File: src/rtl/mod_counter_pkg.sv
// Shared definitions for the up/down modulo counter family.
// Latency: n/a (types, constants and elaboration-time helpers only).
// Backpressure: n/a.
package mod_counter_pkg;

    // Encodings for the SATURATE parameter
    localparam int WRAP = 0;
    localparam int SAT  = 1;

    // Bits needed to hold the states 0..n, never less than one
    function automatic int clog2_states(input int n);
        int w;
        w = $clog2(n + 1);
        return (w < 1) ? 1 : w;
    endfunction

endpackage

File: src/rtl/wrap_event_counter.sv
// Free-running event counter with enable and synchronous clear; rolls over silently.
// Latency: count updates on the edge where en_i is sampled high.
// Backpressure: none; every enabled cycle is counted.
module wrap_event_counter
    import mod_counter_pkg::*;
#(
    parameter int W = 8
) (
    input  logic         clk,
    input  logic         reset_n,
    input  logic         en_i,
    input  logic         clr_i,
    output logic [W-1:0] cnt_o
);

    logic [W-1:0] cnt_q;
    logic [W-1:0] cnt_d;

    // Next count: clear has priority over the increment
    always_comb begin
        cnt_d = cnt_q;
        if (clr_i) begin
            cnt_d = '0;
        end else if (en_i) begin
            cnt_d = cnt_q + W'(1);
        end
    end

    // Count register with synchronous active-low reset
    always_ff @(posedge clk) begin
        if (!reset_n) begin
            cnt_q <= '0;
        end else begin
            cnt_q <= cnt_d;
        end
    end

    assign cnt_o = cnt_q;

endmodule

File: src/rtl/mod_counter_updown.sv
// Up/down modulo-(FINAL_VALUE+1) counter with clear, clamped load, wrap/saturate, wrap tick and count.
// Latency: Q, tick, load_err, wrap_count one edge after the causing input; done is combinational.
// Backpressure: none; enable is a per-cycle step request and is never stalled.
module mod_counter_updown
    import mod_counter_pkg::*;
#(
    parameter  int FINAL_VALUE   = 9,
    parameter  int SATURATE      = 0,
    parameter  int WRAP_CNT_BITS = 8,
    localparam int BITS          = clog2_states(FINAL_VALUE)
) (
    input  logic                     clk,
    input  logic                     reset_n,
    input  logic                     enable,
    input  logic                     up,
    input  logic                     clear,
    input  logic                     load,
    input  logic [BITS-1:0]          load_value,
    output logic [BITS-1:0]          Q,
    output logic                     done,
    output logic                     tick,
    output logic [WRAP_CNT_BITS-1:0] wrap_count,
    output logic                     load_err
);

    localparam logic [BITS-1:0] FINAL_Q  = BITS'(FINAL_VALUE);
    localparam bit              SAT_MODE = (SATURATE == SAT);

    logic [BITS-1:0] q_q, q_d;
    logic            tick_q, tick_d;
    logic            lerr_q, lerr_d;
    logic            at_max, at_zero, at_term;
    logic            step_vld;
    logic            wrap_evt;

    // Terminal detection compares against FINAL_VALUE so non-power-of-two ranges are exact
    always_comb begin
        at_max   = (q_q == FINAL_Q);
        at_zero  = (q_q == '0);
        at_term  = up ? at_max : at_zero;
        step_vld = enable && !clear && !load;
        wrap_evt = step_vld && at_term && !SAT_MODE;
    end

    // Next-state: clear > load > enable; terminal steps wrap or hold, never under/overflow
    always_comb begin
        q_d    = q_q;
        tick_d = 1'b0;
        lerr_d = 1'b0;
        if (clear) begin
            q_d = '0;
        end else if (load) begin
            if (load_value > FINAL_Q) begin
                q_d    = FINAL_Q;
                lerr_d = 1'b1;
            end else begin
                q_d = load_value;
            end
        end else if (enable) begin
            if (up) begin
                if (!at_max) begin
                    q_d = q_q + BITS'(1);
                end else if (!SAT_MODE) begin
                    q_d = '0;
                end
            end else begin
                if (!at_zero) begin
                    q_d = q_q - BITS'(1);
                end else if (!SAT_MODE) begin
                    q_d = FINAL_Q;
                end
            end
            tick_d = wrap_evt;
        end
    end

    // Count, tick and load-error registers with synchronous active-low reset
    always_ff @(posedge clk) begin
        if (!reset_n) begin
            q_q    <= '0;
            tick_q <= 1'b0;
            lerr_q <= 1'b0;
        end else begin
            q_q    <= q_d;
            tick_q <= tick_d;
            lerr_q <= lerr_d;
        end
    end

    wrap_event_counter #(
        .W (WRAP_CNT_BITS)
    ) u_wrap_cnt (
        .clk     (clk),
        .reset_n (reset_n),
        .en_i    (wrap_evt),
        .clr_i   (clear),
        .cnt_o   (wrap_count)
    );

    assign Q        = q_q;
    assign done     = at_term;
    assign tick     = tick_q;
    assign load_err = lerr_q;

endmodule
File: config.mk
export PLATFORM = sky130hd
export DESIGN_NAME = mod_counter_updown
export DESIGN_NICKNAME = d
export VERILOG_FILES = /design/src/rtl/mod_counter_pkg.sv /design/src/rtl/wrap_event_counter.sv /design/src/rtl/mod_counter_updown.sv
export SDC_FILE = /design/constraint.sdc
export NUM_CORES = 1
export LEC_CHECK = 0
export BUFFER_PORTS_ARGS = -buffer_cell sky130_fd_sc_hd__buf_2
export CORE_MARGIN = 3
export CORE_UTILIZATION = 53
export CTS_BUF_LIST = sky130_fd_sc_hd__clkbuf_16
export DETAILED_ROUTE_END_ITERATION = 8
export PLACE_DENSITY = 0.82
export SYNTH_ARGS = -nofsm -noshare
export SYNTH_HDL_FRONTEND = slang
export SYNTH_SLANG_ARGS = --single-unit
File: constraint.sdc
create_clock -name clk -period 3.8 [get_ports clk]
set_input_delay 0.19 -clock clk [delete_from_list [all_inputs] [get_ports clk]]
set_output_delay 0.19 -clock clk [all_outputs]
set_load 0.01 [all_outputs]
==> metrics.md <==
| Metric | Value |
|---|---|
| Buf/Inv on CP | 0 |
| Slew @ Worst Pin | 0.869 ns |
| Via density | 6.08 |
| Boundary Pins | 25 |
| Power Internal | approximately 0.00031 W |
| Most used DFF post-synth | dfxtp_1 |
| Starting Density | 59.9% |
| Seq/Total Area, Yosys | 33.8% |
| Clock Latency Late Sink | between 0.2 and 0.25 ns |
| Clk pin slew, worst setup/hold paths | 0.05 ns |
| Synth Area in Adders | 1.51% |
| Pin count of the biggest net entering global routing | 14 |
| Worst Skew | 0.00291 ns |
| DRC | 0 |
| CP cell instances | or3_2, a2111oi_0, a31o_2, a21oi_1 |
| Final WL | ~1900 um |
| Largest family of logic cells by synthesized area | compound AO/OA/AOI/OAI gates |
| Commonest non-fill, non-tap cell in the layout | buf_2 |
| Max incr delay on CP | 0.83 ns |
| Comb power frac | 10.0% |
| First-pass GRT wire length | approximately 3400 um |
| WP data required | around 3.9 ns |
| DR iter-0 viols | 17 |
| CTS buffer count | 3 |
| Commonest non-fill, non-tap cells in the layout | buf_2 (24), dfxtp_1 (14), a21oi_1 (10) |
| Busiest grt layer | met2 |
| Status | finished, final reports clean |
| Nets | 129 |
| Clk buf depth | 2 |
| Crit path time final | ~2.3 ns |
| Seq. cell area | ~280 um^2 |
| Layout cell share with drive strength beyond 1 | between 20% and 30% |
| Antenna viol nets, final | 0 |
| Layout fillers | 105 |
| Pwr per Cell Area | 390 nW/um^2 |
| Fmax | 441 MHz |
| H-tree lvl count | 1 |
| Syn nets | between 100 and 150 |
| Reg2reg path depth | 4 |
| GR Layer Usage met3 | 5.14% |
| Crit path kind | flip-flop to flip-flop |
| Clk network pwr share | 50.2% |
| CP Launch Type | flip-flop |
| Synth unique cells | 40 |
| Switch share | 21.4% |
| CTS tree | done |
| Cell count after placement | 128 |
| Post-synthesis mux area share | 0% |
| Simple-gate share of the synthesized area | 22.8% |
| VDD IR max | 0.233 mV |
| Largest fanout on the critical path | 13 |
| Yosys warns | 0 |
| Via count | 803 |
| Finished Layout Cells | 132 |
| Antenna diode count | 0 |
| Setup-failing EPs final | 0 |
| Die X | 45.5 um |
| Antenna violations before repair | 0 |
| Post-DP HPWL | ~1300 um |
| Final Max Slew Viols | 0 |
| Multi-input logic area | between 400 and 500 um^2 |
| Die ar. | 2070 um^2 |
| Compound-gate portion of the synthesized area | 29.2% |
| Post-CTS resize count | 0 |
| Setup WS pre-CTS | about 1.6 ns |
| Worst Slack Setup Final | 1.53 ns |
| Hold Vio Cnt, Final | 0 |
| CTS Sinks | 14 |
| Worst path depth | 4 |
| Hold path depth | 2 |
| Synth Area in XOR/XNOR | approximately 5.3% |
| Die Y | around 46 um |
| Critical Path End Type | flip-flop |
| Min-Delay Path Class | primary input to flip-flop |
| Hold buffers post-CTS | 0 |
| Number of setup buffers added after CTS | 0 |
| Synth-to-layout area growth | 20.7% |
| Mapped Avg Cell Area | 8.72 um^2 |
| TNS Setup | 0 ns |
| DRT Pass-1 Iters | 4 |
| Static leakage | roughly 0.4 nW |
| Arrival @ worst endpoint | 2.38 ns |
| GR Util met1 | 28.2% |
| Slew margin rel. | 40.5% |
| GRT met2 Usage | 34.3% |
| WL per Instance | 14.1 um |
| Post-synth ARST share | 0% |
| Aggregate global routing overflow | 0 |
| Vias in the first global route | 798 |
| Final Util | 72.3% |
| Cell family with most CP delay | compound AO/OA/AOI/OAI gates |
| EDFF count, synth | 0 |
| Sw Pwr | 0.0000836 W |
| Syn Std Cell Area | 828 um^2 |
| Sequential Power Share | 39.8% |
| Gp weighted congestion | roughly 0.80 |
| GRT Util Overall | 22.4% |
| Final worst-path cycle share | 59.7% |
| Register bit total from synthesis | 14 |
| Maxcap violations | 0 |
| Port bufs | 24 |
| Core Area | 1380 um^2 |
| Cells after Synth | 95 |
| Clock root buffer | clkbuf_16 |
| CP max stage cell | a2111oi_0 |
| Row count | 13 |
| RSZ-0062 raised after global routing | false |
[logic make-up (layout without fill, tap and decap cells)]
| family | Yosys count | after routing |
|---|---|---|
| adders and majority gates | 1 | 1 |
| AOI/OAI and AO/OA | 34 | 34 |
| and+or+nand+nor | 31 | 31 |
| xor gates and xnor gates | 5 | 5 |
| buffers and inverters | 10 | 32 |
| DFF | 14 | 14 |
[path summary, 6_finish.rpt]
kind                            slack, ns                  end           startpoint
worst max register to register       1.53  u_wrap_cnt.cnt_o[5]                 Q[0]
worst max-delay path                 1.53  u_wrap_cnt.cnt_o[5]                 Q[0]
worst min-delay path                 0.18                 tick              reset_n
worst min register to register       0.47  u_wrap_cnt.cnt_o[7]  u_wrap_cnt.cnt_o[7]
[synth_stat cells (2+ instances only)]
master     number  area share [%]
a2111oi_0       2             2.1
a211oi_1        5             4.5
a21oi_1        10             6.0
buf_6           2             2.7
clkbuf_1        3             1.4
dfxtp_1        14              34
inv_1           4             1.8
nand2_1         3             1.4
nand2b_1        2             1.5
nand3_1         4             2.4
nand4_1         2             1.5
nand4b_1        2             2.1
nor2_1          5             2.3
nor2b_1         2             1.5
o21ai_0         4             2.4
o21bai_1        2             1.8
o31ai_1         2             1.8
or3_2           2             1.8
xnor2_1         3             3.2
xor2_1          2             2.1
[area by class of cell]
cell class | count | area share, %
Multi-Input combinational cell | 71 | 48.7
Clock inverter | 1 | 0.375
Inverter | 4 | 1.50
Sequential cell | 14 | 28.0
Timing Repair Buffer | 24 | 12.0
Tap cell | 15 | 1.88
Clock buffer | 3 | 7.51
[sequential cells by signal (all words and copies together) (netlist names)]
| signal | cells |
|---|---|
| Q | 4 |
| u_wrap_cnt.cnt_o | 8 |
| tick | 1 |
| load_err | 1 |
[power groups by stage]
| stage | clock, W | combinational (W) | sequential, W |
|---|---|---|---|
| after detailed placement | 0 | 0.0000386 | 0.000158 |
| final | 0.000196 | 0.0000391 | 0.000155 |
| after CTS | 0.000201 | 0.0000392 | 0.000155 |
| after global routing | 0.000210 | 0.0000447 | 0.000156 |
| after floorplan | 0 | 0.0000293 | 0.000156 |
| after global placement | 0 | 0.0000382 | 0.000158 |
[stage by stage]
stage	cell area, um^2	power [W]	hold slack, ns
2_1_floorplan	828	0.000185	0.312
3_3_place_gp	921	0.000196	0.417
3_5_place_dp	921	0.000197	0.424
4_1_cts	1000	0.000395	0.176
5_1_grt	1000	0.000410	0.193
6_report	1000	0.000390	0.183
[worst reg2reg max path, stage by stage, from the launching register on]
cell       delay [ns]
dfxtp_1          0.42
or3_2            0.57
a2111oi_0        0.83
a31o_2           0.26
a21oi_1          0.06
[per-layer routing]
metal | part of all wire [%] | wire length, um
met1 | 44 | 829
met2 | 48 | 893
met3 | 5.3 | 99
met4 | 2.2 | 41
met5 | 0 | 0
No activity file was read; power rests on OpenSTA's default activity.
